--- src/rtl/separable_islip_allocator.sv ---
// Separable two-stage switch allocator for the router SA stage.
// Stage 1 picks one VC per input (round-robin, lock holders first); stage 2
// picks one input per output (round-robin). Pointers advance only for pairs
// that win both stages (iSLIP). Optional per-output locking keeps an output
// bound to one (input, VC) from a packet's head flit to its tail flit.
module separable_islip_allocator #(
  parameter int PORT_NUM = 5,
  parameter int VC_NUM   = 2,
  parameter bit LOCK_EN  = 1'b1,
  localparam int PTR_W   = (VC_NUM > 1) ? $clog2(VC_NUM) : 1,
  localparam int OP_W    = (PORT_NUM > 1) ? $clog2(PORT_NUM) : 1
) (
  input  logic                                     clk,
  input  logic                                     rst,
  input  logic [PORT_NUM-1:0][VC_NUM-1:0]          request_i,
  input  logic [PORT_NUM-1:0][VC_NUM-1:0][OP_W-1:0] out_port_i,
  input  logic [PORT_NUM-1:0][VC_NUM-1:0]          tail_i,
  input  logic [PORT_NUM-1:0]                      out_ready_i,
  output logic [PORT_NUM-1:0][VC_NUM-1:0]          grant_o
);

  // Registered arbitration state
  logic [PORT_NUM-1:0][PTR_W-1:0] vc_ptr_reg;
  logic [PORT_NUM-1:0][OP_W-1:0]  ip_ptr_reg;
  logic [PORT_NUM-1:0]            lock_vld_reg;
  logic [PORT_NUM-1:0][OP_W-1:0]  lock_ip_reg;
  logic [PORT_NUM-1:0][PTR_W-1:0] lock_vc_reg;

  // Per-(input, VC) eligibility and lock ownership
  logic [PORT_NUM-1:0][VC_NUM-1:0] eligible;
  logic [PORT_NUM-1:0][VC_NUM-1:0] holder;

  // Stage-1 result per input
  logic [PORT_NUM-1:0]            cand_vld;
  logic [PORT_NUM-1:0][PTR_W-1:0] cand_vc;
  logic [PORT_NUM-1:0][OP_W-1:0]  cand_out;

  // Stage-2 result per output
  logic [PORT_NUM-1:0]            out_win_vld;
  logic [PORT_NUM-1:0][OP_W-1:0]  out_win_ip;
  logic [PORT_NUM-1:0][PTR_W-1:0] out_win_vc;
  logic [PORT_NUM-1:0]            out_win_tail;

  // Input rows that won an output this cycle
  logic [PORT_NUM-1:0] in_won;

  genvar gi, gv;

  generate
    for (gi = 0; gi < PORT_NUM; gi++) begin : g_elig_in
      for (gv = 0; gv < VC_NUM; gv++) begin : g_elig_vc
        logic [OP_W-1:0] tgt;
        logic            legal;
        logic            mine;
        assign tgt   = out_port_i[gi][gv];
        // Out-of-range targets are treated as no request at all.
        assign legal = (int'(tgt) < PORT_NUM);
        assign mine  = legal && lock_vld_reg[tgt] &&
                       (lock_ip_reg[tgt] == OP_W'(gi)) &&
                       (lock_vc_reg[tgt] == PTR_W'(gv));
        assign eligible[gi][gv] = request_i[gi][gv] && legal && out_ready_i[tgt] &&
                                  (!lock_vld_reg[tgt] || mine);
        assign holder[gi][gv]   = eligible[gi][gv] && mine;
      end
    end

    for (gi = 0; gi < PORT_NUM; gi++) begin : g_stage1
      logic [VC_NUM-1:0] pick_mask;
      logic              vld;
      logic [PTR_W-1:0]  vc;
      // A VC continuing a locked packet pre-empts the round-robin pointer.
      assign pick_mask = (|holder[gi]) ? holder[gi] : eligible[gi];

      // Round-robin VC pick: first set bit at or after vc_ptr, then wrap.
      always_comb begin
        vld = 1'b0;
        vc  = '0;
        for (int j = 0; j < VC_NUM; j++) begin
          if (!vld && pick_mask[j] && (j >= int'(vc_ptr_reg[gi]))) begin
            vld = 1'b1;
            vc  = PTR_W'(j);
          end
        end
        for (int j = 0; j < VC_NUM; j++) begin
          if (!vld && pick_mask[j]) begin
            vld = 1'b1;
            vc  = PTR_W'(j);
          end
        end
      end

      assign cand_vld[gi] = vld;
      assign cand_vc[gi]  = vc;
      assign cand_out[gi] = out_port_i[gi][vc];
    end

    for (gi = 0; gi < PORT_NUM; gi++) begin : g_stage2
      logic [PORT_NUM-1:0] req_here;
      logic                vld;
      logic [OP_W-1:0]     ip;
      logic [PTR_W-1:0]    vc;
      logic                tail;

      // Collect inputs whose stage-1 candidate targets this output.
      always_comb begin
        req_here = '0;
        for (int j = 0; j < PORT_NUM; j++) begin
          req_here[j] = cand_vld[j] && (cand_out[j] == OP_W'(gi));
        end
      end

      // Round-robin input pick starting at ip_ptr; lock exclusivity is
      // already enforced by eligibility, so only the holder can appear here.
      always_comb begin
        vld  = 1'b0;
        ip   = '0;
        vc   = '0;
        tail = 1'b0;
        for (int j = 0; j < PORT_NUM; j++) begin
          if (!vld && req_here[j] && (j >= int'(ip_ptr_reg[gi]))) begin
            vld  = 1'b1;
            ip   = OP_W'(j);
            vc   = cand_vc[j];
            tail = tail_i[j][cand_vc[j]];
          end
        end
        for (int j = 0; j < PORT_NUM; j++) begin
          if (!vld && req_here[j]) begin
            vld  = 1'b1;
            ip   = OP_W'(j);
            vc   = cand_vc[j];
            tail = tail_i[j][cand_vc[j]];
          end
        end
      end

      assign out_win_vld[gi]  = vld;
      assign out_win_ip[gi]   = ip;
      assign out_win_vc[gi]   = vc;
      assign out_win_tail[gi] = tail;
    end
  endgenerate

  // An input is granted when some output picked it in stage 2.
  always_comb begin
    in_won = '0;
    for (int o = 0; o < PORT_NUM; o++) begin
      for (int i = 0; i < PORT_NUM; i++) begin
        if (out_win_vld[o] && (out_win_ip[o] == OP_W'(i))) begin
          in_won[i] = 1'b1;
        end
      end
    end
  end

  generate
    for (gi = 0; gi < PORT_NUM; gi++) begin : g_grant_in
      for (gv = 0; gv < VC_NUM; gv++) begin : g_grant_vc
        assign grant_o[gi][gv] = !rst && in_won[gi] && (cand_vc[gi] == PTR_W'(gv));
      end
    end
  endgenerate

  // iSLIP pointer advance and packet lock tracking, only for final grants.
  always_ff @(posedge clk) begin
    if (rst) begin
      vc_ptr_reg   <= '0;
      ip_ptr_reg   <= '0;
      lock_vld_reg <= '0;
      lock_ip_reg  <= '0;
      lock_vc_reg  <= '0;
    end else begin
      for (int i = 0; i < PORT_NUM; i++) begin
        if (in_won[i]) begin
          vc_ptr_reg[i] <= (int'(cand_vc[i]) == VC_NUM - 1) ? '0 : cand_vc[i] + 1'b1;
        end
      end
      for (int o = 0; o < PORT_NUM; o++) begin
        if (out_win_vld[o]) begin
          ip_ptr_reg[o] <= (int'(out_win_ip[o]) == PORT_NUM - 1) ? '0 : out_win_ip[o] + 1'b1;
        end
        // Non-tail grant (re)arms the lock; the holder's tail grant releases it.
        if (LOCK_EN && out_win_vld[o]) begin
          lock_vld_reg[o] <= !out_win_tail[o];
          lock_ip_reg[o]  <= out_win_ip[o];
          lock_vc_reg[o]  <= out_win_vc[o];
        end
      end
    end
  end

endmodule

--- config.mk ---
export PLATFORM = sky130hd
export DESIGN_NAME = separable_islip_allocator
export DESIGN_NICKNAME = d
export VERILOG_FILES = /design/src/rtl/separable_islip_allocator.sv
export SDC_FILE = /design/constraint.sdc
export NUM_CORES = 1
export LEC_CHECK = 0
export ABC_AREA = 1
export ABC_CLOCK_PERIOD_IN_PS = 9150
export CORE_UTILIZATION = 50
export DETAILED_ROUTE_END_ITERATION = 8
export GPL_ROUTABILITY_DRIVEN = 0
export GPL_TIMING_DRIVEN = 0
export PLACE_DENSITY = 0.71
export SLEW_MARGIN = 20
export SYNTH_ARGS = -nofsm -noshare
export SYNTH_HDL_FRONTEND = slang
export SYNTH_SLANG_ARGS = --single-unit
--- constraint.sdc ---
create_clock -name clk -period 9.15 [get_ports clk]
set_input_delay 0.915 -clock clk [delete_from_list [all_inputs] [get_ports clk]]
set_output_delay 0.915 -clock clk [all_outputs]
set_load 0.005 [all_outputs]
# Yosys cells after proc, flatten, opt, wreduce, memory -nomap -nowiden
# Index checks and enable logic that the tools add are counted.
# W data, S select, Z words.
word_totals:
  mem_bits_ro: 0
  reg_bits: 45
  ramBits: 0
  in_bits: 57
  n_memories: 0
  latch_bits: 0
classes:
  muxes: 370
  multipliers: 0
  n_addsub: 10
  div: 0
  bitwise: 10
  n_lt_le_gt_ge: 55
  n_eq_ne: 53
  n_reduce_logical: 328
  shifts: 0
ops:
  columns: ["operator", "n"]
  rows:
  - ["$mux W1", 260]
  - ["$logic_and A1 B1 Y1", 225]
  - ["$mux W3", 65]
  - ["$bmux W1 S3", 30]
  - ["$bmux W3 S3", 10]
  - ["$logic_not A1 Y1", 76]
  - ["$eq A3 B2 Y1 const B", 24]
  - ["$eq A3 B3 Y1 const B", 17]
  - ["$lt A3 B4 Y1 const B", 10]
  - ["$eq A3 B1 Y1 const B", 12]
  - ["$logic_not A3 Y1", 12]
  - ["$ge A1 B3 Y1 const A", 10]
  - ["$ge A2 B3 Y1 const A", 10]
  - ["$lt A3 B3 Y1 const B", 10]
  - ["$add A3 B1 Y3 const B", 5]
  - ["$ge A3 B3 Y1 const A", 5]
  - ["$logic_or A1 B1 Y1", 10]
  - ["$lt A1 B2 Y1 const B", 5]
  - ["$mux W2", 5]
  - ["$not A1 Y1", 10]
  - ["$reduce_or A2 Y1", 5]
  - ["$add A1 B1 Y1 const B", 5]
  - ["$ge A1 B1 Y1 const A", 5]

# Logic depth before layout (Yosys ltp)
logic_depth:
  ltp_word: 67
  ltp_mapped: 33
  depth_no_buf: 33

# Least setup slack after synthesis
# Ideal clock, no wire load.
synth_timing:
  path_kind: "input -> output"
  start: "input out_port_i[18] (netlist bit)"
  end: "output grant_o[6] (netlist bit)"
  cell_stages: 26
  slack_ps: 4383
  arrival_time_ps: 3852
  path_cell_list: "buf_2 > buf_6 > nor3_2 > nand2_1 > a21oi_2 > nand4_1 > nor2_2 > nor2_4 > nand3_1 > nand3_1 > nor3_2 > nor2_4 > nand4_4 > nor2_8 > nand2_1 > inv_1 > nor3_2 > inv_1 > ha_1 > ha_1 > nand2_1 > inv_1 > nor2_2 > nand2_1 > nand2_2 > nor2_1"
synth_lines:
  columns: ["item", "line_no", "source"]
  rows:
  - ["from (decl)", "16", "input logic [PORT_NUM-1:0][VC_NUM-1:0][OP_W-1:0] out_port_i,"]
  - ["to (decl)", "19", "output logic [PORT_NUM-1:0][VC_NUM-1:0] grant_o"]

==> results.py <==
metrics = {
    "placement": {
        "io_buffers": 58,
        "post_dp_cell_area_um2": 8043,
        "place_hpwl_um": 21590,
        "place_inst": 1507,
        "preCtsSetupSlack_ns": 2.565,
    },
    "sta": {
        "finClkSkew_ns": 0.007270,
        "hold_ws_ns": 0.4979,
        "finalWorstSetupSlack_ns": 2.452,
        "fmax_ghz": 0.1493,
        "rsz0062_at_grt": "no",
        "min_period_over_period_pct": 73.20,
        "setup_viol": 0,
        "slew_headroom_pct": 29.71,
        "hold_viol": 0,
        "fin_crit_ns": 6.698,
        "final_max_slew_viol_count": 0,
        "worst_pin_slew_ns": 1.047,
        "tns_ns": 0,
    },
    "detailed_routing": {
        "drt-total-wl_um": 27580,
        "dr.pass1.iters": 7,
        "wl_per_cell_um": 18.20,
        "drt_iter0_drc": 913,
        "vias": 8983,
        "route.detailed.drc": 0,
        "drtAntennaViolNets": 0,
        "viasPerCell": 5.929,
    },
    "clocking": {
        "insertion_delay_ns": 0.30,
        "clock-sinks": 45,
        "cts-buffers-inserted": 5,
        "postCtsSetupBuffers": 0,
        "clk_pin_slew_ns": 0.07,
        "cts_tree": "built",
        "cts_buffer_depth": 2,
        "h-tree-depth": 2,
        "cts_root_buf": "clkbuf_16",
        "ctsResizeCount": 0,
        "cts-hold-fix-buffers": 0,
    },
    "grt": {
        "grt_pass1_vias": 7974,
        "grt_usage_pct": 37.35,
        "met2_usage_pct": 57.97,
        "antenna_found_initial": 0,
        "grt_use_met3_pct": 3.857,
        "use_met1_pct": 49.89,
        "grt_pass1_wl_um": 42600,
        "grt_max_degree": 14,
        "top_usage_layer": "met2",
        "grt-ovfl-total": 0,
    },
    "critical_path": {
        "worst_r2r_endpoint": "vc_ptr_reg[1]",
        "cp.arrival_ns": 5.78,
        "critical_path_class": "input pin to primary output",
        "end_kind": "primary output",
        "r2r_setup_slack_ns": 4.57,
        "slowest_stage": "clkdlybuf4s50_1",
        "cp_slowest_stage_delay_ns": 0.74,
        "startpoint_type": "input pin",
        "rr_worst_depth": 25,
        "critPathRequiredTime_ns": 8.24,
        "timing.rr.start": "lock_vc_reg[4]",
        "crit_top_cell": "nand2_1",
        "crit_fanout": 7,
    },
    "layout": {
        "final_area_um2": 8182,
        "drive_gt1_share_pct": 14.38,
        "final_cell_mix": "nand2_1 (318), nand3_1 (155), inv_1 (153)",
        "finalNonFillerCells": 1515,
        "fin_nets": 1414,
        "utilization_pct": 58.49,
        "n_fill_cell": 1492,
        "antennaDiodeCount": 0,
        "area.growth.synth_to_final_pct": 13.05,
        "final_common_cell": "nand2_1",
    },
    "job": {
        "maxCapViolCount": 0,
    },
    "worst_hold_path": {
        "hold_path_depth": 2,
        "hold_path.class": "register to register",
        "hold_end": "ip_ptr_reg[10]",
        "hp-start": "ip_ptr_reg[10]",
    },
    "yosys": {
        "avgSynthCellArea_um2": 5.703,
        "synthDistinctLibCells": 51,
        "yosysSeqAreaShare_pct": 12.45,
        "yosysWarningCount": 0,
        "synth-edff-count": 0,
        "synthArstFlopShare_pct": 0,
        "synthCells": 1269,
        "synth_seq_cells": 45,
        "synthFlopType": "dfxtp_1",
        "syn_area_um2": 7237,
        "syn_nets": 1349,
    },
    "pwr": {
        "power_frac_clock_pct": 17.0,
        "power.share.sequential_pct": 27.2,
        "fin_total_pwr_mw": 1.119,
        "p_sw_share_pct": 52.15,
        "power_frac_comb_pct": 55.8,
        "ir_worst_vdd_mv": 0.07808,
        "power_density_nw_per_um2": 136.8,
        "internal_power_mw": 0.5354,
        "p_leak_nw": 3.970,
        "p_sw_mw": 0.5836,
    },
    "die": {
        "ios": 67,
        "fp.dieH_um": 122.3,
        "die-area_um2": 14960,
        "rows": 43,
        "initial_core_util_pct": 51.74,
        "fp.dieW_um": 122.3,
        "coreArea_um2": 13990,
    },
    "run_status": {
        "status": "finished, final reports clean",
    },
}
==> final cells by class <==
class / count / area, µm² / area share [%]
Sequential cell: 45 / 900.9 / 11.01
Clock buffer: 6 / 128.9 / 1.575
Tap cell: 180 / 225.2 / 2.753
Timing Repair Buffer: 58 / 580.6 / 7.096
Clock inverter: 2 / 10.01 / 0.1223
Multi-Input combinational cell: 1004 / 5448 / 66.59
Inverter: 191 / 720.7 / 8.809
Buffer: 29 / 167.7 / 2.049
==> worst max-delay path, delay by kind of cell <==
kind | cells | cell delay [ns]
adder cells (fa/ha/maj) | 1 | 0.19
AND/OR/NAND/NOR | 19 | 2.19
buffers and inverters | 5 | 1.65
AO/OA/AOI/OAI | 2 | 0.81
==> routing by layer <==
layer | vias to the layer above | wire, µm
met5 | - | 0
met4 | 0 | 1601
met3 | 104 | 2609
met2 | 491 | 11810
met1 | 4035 | 11560
li1 | 4353 | -
==> power groups by stage <==
stage,sequential [mW],combinational (mW),clock [mW]
floorplan,0.272,0.434,0
CTS,0.300,0.610,0.190
global route,0.306,0.682,0.195
detailed placement,0.305,0.606,0
global placement,0.305,0.603,0
finish,0.305,0.624,0.191
==> synthesized netlist by cell type, types with 9 or more instances <==
library cell,count,area (µm²)
nand2_2,23,143.9
nor3_1,14,70.07
nand4_1,34,212.7
inv_1,153,574.3
o22ai_1,13,81.33
nand3_1,155,775.7
buf_2,14,70.07
nand2_1,318,1194
o21ai_1,20,100.1
ha_1,23,287.8
nand3_2,25,250.2
nand3_4,9,157.7
inv_2,33,123.9
dfxtp_1,45,900.9
o21ai_0,50,250.2
nor2_2,27,168.9
o211ai_1,13,97.59
nor2_1,130,488.0
nor2_4,15,168.9
a21oi_1,64,320.3
==> cells by family after synthesis <==
logic type	synth area share [%]
compound gates	16.37
simple gates	54.93
flops	12.45
buf+inv	12.28
fa+ha+maj	3.977
==> worst max-delay path by stage <==
stage	end	startpoint	slack (ns)	cells past startpoint
2_1_floorplan	grant_o[6]	out_port_i[18]	4.38	26
3_3_place_gp	grant_o[0]	out_ready_i[4]	2.55	27
3_5_place_dp	grant_o[1]	out_ready_i[4]	2.56	27
4_1_cts	grant_o[1]	out_ready_i[4]	2.53	27
5_1_grt	grant_o[1]	out_ready_i[4]	2.11	27
6_report	grant_o[0]	out_ready_i[2]	2.45	27
Note: power is estimated with default switching activity, not from simulation.
